[src/rtl/led_scan_ctrl.sv]
// LED scanner: four moving-light patterns stepped by a prescaler,
// with debounced mode and speed buttons.
module led_scan_ctrl #(
    parameter int N_LEDS         = 6,
    parameter int CLK_HZ         = 27_000_000,
    parameter int STEP_MS        = 500,
    parameter int DEB_MS         = 20,
    parameter bit LED_ACTIVE_LOW = 1'b1
) (
    input  logic              sys_clk,
    input  logic              sys_rst,
    input  logic              btn_mode,
    input  logic              btn_speed,
    output logic [N_LEDS-1:0] led,
    output logic [1:0]        mode,
    output logic              step
);

    localparam int STEP_CYC = (CLK_HZ / 1000) * STEP_MS;
    localparam int DEB_CYC  = (CLK_HZ / 1000) * DEB_MS;
    localparam int PW = $clog2(STEP_CYC + 1);
    localparam int DW = $clog2(DEB_CYC + 1);
    localparam int SW = (N_LEDS > 1) ? $clog2(N_LEDS) : 1;

    localparam logic [PW-1:0] STEP_V   = PW'(STEP_CYC);
    localparam logic [DW-1:0] DEB_LAST = DW'(DEB_CYC - 1);
    localparam logic [SW-1:0] LAST     = SW'(N_LEDS - 1);
    localparam logic [N_LEDS-1:0] POL  = {N_LEDS{LED_ACTIVE_LOW}};

    typedef enum logic [1:0] {
        BOUNCE = 2'd0,
        ROT_L  = 2'd1,
        ROT_R  = 2'd2,
        FILL   = 2'd3
    } mode_t;

    // Index 0 is the mode button, index 1 the speed button.
    logic [1:0]         raw;
    logic [1:0]         meta;
    logic [1:0]         sync;
    logic [1:0]         deb;
    logic [1:0]         press;
    logic [1:0][DW-1:0] deb_cnt;

    assign raw = {btn_speed, btn_mode};

    always_ff @(posedge sys_clk or posedge sys_rst) begin
        if (sys_rst) begin
            meta    <= '1;
            sync    <= '1;
            deb     <= '1;
            press   <= '0;
            deb_cnt <= '0;
        end else begin
            meta  <= raw;
            sync  <= meta;
            press <= '0;
            for (int i = 0; i < 2; i++) begin
                if (sync[i] != deb[i]) begin
                    if (deb_cnt[i] == DEB_LAST) begin
                        deb[i]     <= sync[i];
                        deb_cnt[i] <= '0;
                        press[i]   <= deb[i];
                    end else begin
                        deb_cnt[i] <= deb_cnt[i] + 1'b1;
                    end
                end else begin
                    deb_cnt[i] <= '0;
                end
            end
        end
    end

    mode_t             mode_q, mode_n;
    logic [1:0]        speed_q, speed_n;
    logic [SW-1:0]     pos_q, pos_n;
    logic              dir_q, dir_n;
    logic [PW-1:0]     cnt_q, cnt_n;
    logic [PW-1:0]     period;
    logic              tc;
    logic              adv;
    logic [N_LEDS-1:0] pat;

    always_comb begin
        period  = STEP_V >> speed_q;
        // A zero period (over-fast speed) degrades to stepping every cycle.
        tc      = (period <= PW'(1)) || (cnt_q == period - 1'b1);
        adv     = tc && !(|press);
        mode_n  = mode_q;
        speed_n = speed_q;
        pos_n   = pos_q;
        dir_n   = dir_q;
        cnt_n   = tc ? '0 : cnt_q + 1'b1;
        if (|press) cnt_n = '0;
        if (press[1]) speed_n = speed_q + 1'b1;
        if (press[0]) begin
            mode_n = mode_t'(mode_q + 2'd1);
            pos_n  = '0;
            dir_n  = 1'b0;
        end else if (adv) begin
            unique case (mode_q)
                BOUNCE: begin
                    if (!dir_q) begin
                        if (pos_q == LAST) begin
                            dir_n = 1'b1;
                            pos_n = LAST - 1'b1;
                        end else begin
                            pos_n = pos_q + 1'b1;
                        end
                    end else begin
                        if (pos_q == '0) begin
                            dir_n = 1'b0;
                            pos_n = SW'(1);
                        end else begin
                            pos_n = pos_q - 1'b1;
                        end
                    end
                end
                ROT_L, FILL: pos_n = (pos_q == LAST) ? '0 : pos_q + 1'b1;
                ROT_R:       pos_n = (pos_q == '0) ? LAST : pos_q - 1'b1;
                default:     pos_n = pos_q;
            endcase
        end
        for (int i = 0; i < N_LEDS; i++) begin
            pat[i] = (mode_n == FILL) ? (SW'(i) <= pos_n) : (SW'(i) == pos_n);
        end
    end

    always_ff @(posedge sys_clk or posedge sys_rst) begin
        if (sys_rst) begin
            mode_q  <= BOUNCE;
            speed_q <= '0;
            pos_q   <= '0;
            dir_q   <= 1'b0;
            cnt_q   <= '0;
            step    <= 1'b0;
            led     <= {{(N_LEDS-1){1'b0}}, 1'b1} ^ POL;
        end else begin
            mode_q  <= mode_n;
            speed_q <= speed_n;
            pos_q   <= pos_n;
            dir_q   <= dir_n;
            cnt_q   <= cnt_n;
            step    <= adv;
            led     <= pat ^ POL;
        end
    end

    assign mode = mode_q;

endmodule

[config.mk]
export PLATFORM = sky130hd
export DESIGN_NAME = led_scan_ctrl
export DESIGN_NICKNAME = d
export VERILOG_FILES = /design/src/rtl/led_scan_ctrl.sv
export SDC_FILE = /design/constraint.sdc
export NUM_CORES = 1
export LEC_CHECK = 0
export ABC_AREA = 1
export BUFFER_PORTS_ARGS = -buffer_cell sky130_fd_sc_hd__buf_4
export CORE_MARGIN = 2
export CORE_UTILIZATION = 40
export CTS_CLUSTER_SIZE = 30
export DETAILED_ROUTE_END_ITERATION = 10
export PLACE_DENSITY_LB_ADDON = 0.15
export SLEW_MARGIN = 20
export SYNTH_ARGS = -nofsm -noshare
export SYNTH_HDL_FRONTEND = slang
export SYNTH_SLANG_ARGS = --single-unit
[constraint.sdc]
create_clock -name sys_clk -period 3.7 [get_ports sys_clk]
set_clock_uncertainty 0.15 [all_clocks]
set_input_delay 0.74 -clock sys_clk [delete_from_list [all_inputs] [get_ports sys_clk]]
set_output_delay 0.74 -clock sys_clk [all_outputs]
set_load 0.03 [all_outputs]
==> flow_summary.toml <==
[pwr]
p_sw_share_pct = 22.0
combPwrFrac_pct = 2.2
p_seq_share_pct = 48.0
vdd_drop_max_v = 0.000222
p_leak_nw = 2.57
cellInternalPower_mw = 1.57
switchingPower_uw = 441
p_per_area_mw_per_mm2 = 357
pwr-share-clk_pct = 49.8

[drt]
wirelength_um = 11000
via_per_inst = 4.96
routedWlPerCell_um = 13.0
num_vias = 4204
drc_errors = 0
detail-route-antenna-nets = 0
firstDrtPassIters = 5
drt-initial-drc-count = 295

[grt]
antenna_found_initial = 0
grt_max_degree = 35
grt_usage_pct = 18.2
overflow = 0
grt_first_pass_wirelength_um = 19200
grt_pass1_vias = 4057

[hold_path]
hold_end = "sync[1]$_DFF_PP1_"
whs_path_depth = 0
hold_class = "reg -> reg"
min_from = "meta[1]$_DFF_PP1_"

[critical_path]
start_kind = "register"
timing.rr.end = "cnt_q[20]$_DFF_PP0_"
path_class = "reg -> reg"
critPathRequiredTime_ps = 3770
cp-end-kind = "register"
r2r_slack_ps = 860
startpoint = "speed_q[1]$_DFFE_PP0P_"
r2r_start = "speed_q[1]$_DFFE_PP0P_"
critical_path_arrival_ps = 2910
path_max_fanout = 19
reg2regPathDepth = 12

[placement]
gp_congestion = 0.865
port_buffers = 12
dp_hpwl_um = 8270
dp_cells = 831
dpl_cell_area_mm2 = 0.00530

[cts]
cts_hold_buf = 0
cts_setup_buffers = 0
cts_num_sinks = 87
post_cts_resized = 0
tritoncts = "done"
cts.reportedPaths.clkPinSlew_ps = 70
htreeDepth = 3
clk_path_buf_depth = 2
insertion_delay_ps = 350
root_buffer = "clkbuf_16"
numCtsBuffers = 9

[timing]
finalHoldViolCount = 0
slew_violations = 0
max_freq_mhz = 352
setup-violations-final = 0
worstMarginPinSlew_ps = 598
slew_headroom_pct = 60.0
rsz0062_at_grt = "no"
period_share_pct = 76.7
fin_setup_tns_ps = 0
min_period_ps = 2840

[logic_synthesis]
syn_area_mm2 = 0.00501
synth_edf_count = 0
yosysTopAreaCell = "dfrtp_1"
postSynthCellCount = 652
ys_types = 38
synthTopCellsByArea = "dfrtp_1 (38%), nand2_1 (11%), inv_1 (7.0%)"
yosys_warnings = 0
yosysSeqAreaShare_pct = 43.7
syn_nets = 671
synthArstFlopShare_pct = 100
synth.avg_cell_area_um2 = 7.68
synth-main-ff-cell = "dfrtp_1"
synth_seq_cells = 87
netlist.area_leader.share_pct = 38.0
synthMostInstantiatedCell = "nand2_1"
synthTopCellsByCount = "nand2_1 (143), inv_1 (94), nor2_1 (87)"

[floorplanning]
core-area_mm2 = 0.0121
die_area_mm2 = 0.0134
rows = 40
start_util_pct = 41.4
dieHeight_um = 116
ios = 13
die-width_um = 116

[finish]
final_net_count = 693
antenna_cells = 0
syn2layout_area_growth_pct = 12.4
final_core_utilization_pct = 46.5
final_cells = 847
drive_above_1_share_pct = 11.0
ff_latch_area_mm2 = 0.00219
multiInputGateArea_mm2 = 0.00242
final_area_mm2 = 0.00563
fill_cells = 1189

[status]
status = "finished, final reports clean"

[job]
maxCapViolCount = 0
sequential cells by signal, indices dropped and copies added (netlist names):
name / cells
mode: 2
deb: 2
cnt_q: 24
pos_q: 3
speed_q: 2
dir_q: 1
led: 6
step: 1
meta: 2
press: 2
sync: 2
deb_cnt: 40
critical path: stages (launching register included):
cell and delay (ps):
dfrtp_1 440, inv_1 220, ha_1 330, inv_1 120
nand2_1 60, nand2_1 100, nand2_1 60, nor2_1 130
nand3_1 150, o21ai_4 510, inv_1 240, o21ai_0 130
a21oi_1 70
per-stage QoR:
stage          total power [mW]  setup slack (ps)  hold WS (ps)
5_1_grt                    2.09               496           215
2_1_floorplan              1.01               578           195
6_report                   2.01               861           209
3_5_place_dp               1.03               843           202
4_1_cts                    2.04               835           212
3_3_place_gp               1.03               958           200
worst max-delay path by stage:
stage,to,slack [ps],depth (start not counted)
6_report,cnt_q[20]$_DFF_PP0_,860,12
5_1_grt,cnt_q[20]$_DFF_PP0_,500,12
2_1_floorplan,cnt_q[0]$_DFF_PP0_,580,1
3_5_place_dp,cnt_q[20]$_DFF_PP0_,840,12
3_3_place_gp,cnt_q[20]$_DFF_PP0_,960,12
4_1_cts,cnt_q[20]$_DFF_PP0_,840,12
cells in the final DEF, fill, tap and decap left out, types with 2 or more instances in the layout:
| master | instances |
|---|---|
| a211oi_1 | 3 |
| inv_1 | 93 |
| xor2_1 | 18 |
| a21oi_1 | 30 |
| buf_4 | 14 |
| bufinv_16 | 2 |
| nand3_1 | 45 |
| nand3_2 | 6 |
| inv_6 | 2 |
| o21ai_0 | 18 |
| nand4_1 | 18 |
| inv_2 | 6 |
| nor3_2 | 2 |
| ha_1 | 15 |
| clkbuf_16 | 9 |
| nor3_1 | 20 |
| o21a_1 | 2 |
| dfrtp_1 | 76 |
| xnor2_1 | 4 |
| nor3b_1 | 5 |
| nand2_1 | 143 |
| dfstp_2 | 11 |
| clkinv_4 | 2 |
| o211ai_1 | 3 |
| nor4_1 | 14 |
| nor2_4 | 4 |
| nor2_2 | 6 |
| mux2i_1 | 2 |
| nor2_1 | 87 |
| nand2_2 | 6 |
final cells by class:
class                      count  area share (%)
clock buffer                   9            4.00
clock inverter                 7            1.82
tap                          168            3.73
sequential                    87            38.9
timing repair buffer          14            1.87
inverter                     100            6.69
multi-input combinational    462            43.0
logic make-up after synthesis:
group                    count (synthesis)  synth area share [%]
AND/OR/NAND/NOR                        360                  33.2
flip-flops                              87                  43.7
multiplexers                             2                 0.400
adder cells (fa/ha/maj)                 15                  3.75
buffers and inverters                  103                  7.92
XOR/XNOR                                22                  3.85
AO/OA/AOI/OAI                           63                  7.14
layer usage:
metal  global-route usage (%)  wire, µm  up-vias  part of all wire [%]
li1                         -         -     2150                     -
met2                     27.6      4850       74                    44
met1                     24.9      5470     1961                    50
met3                     3.92       422       19                   3.8
met4                     8.41       272        0                   2.5
met5                        0         0        -                     0
power groups by stage:
stage,Sequential [mW],Clock [mW],Combinational (mW)
detailed placement,0.984,0,0.0461
global placement,0.983,0,0.0451
floorplan,0.982,0,0.0308
global route,0.967,1.07,0.0529
CTS,0.966,1.03,0.0462
finish,0.966,1.00,0.0438
No activity file was read; power rests on OpenSTA's default activity.
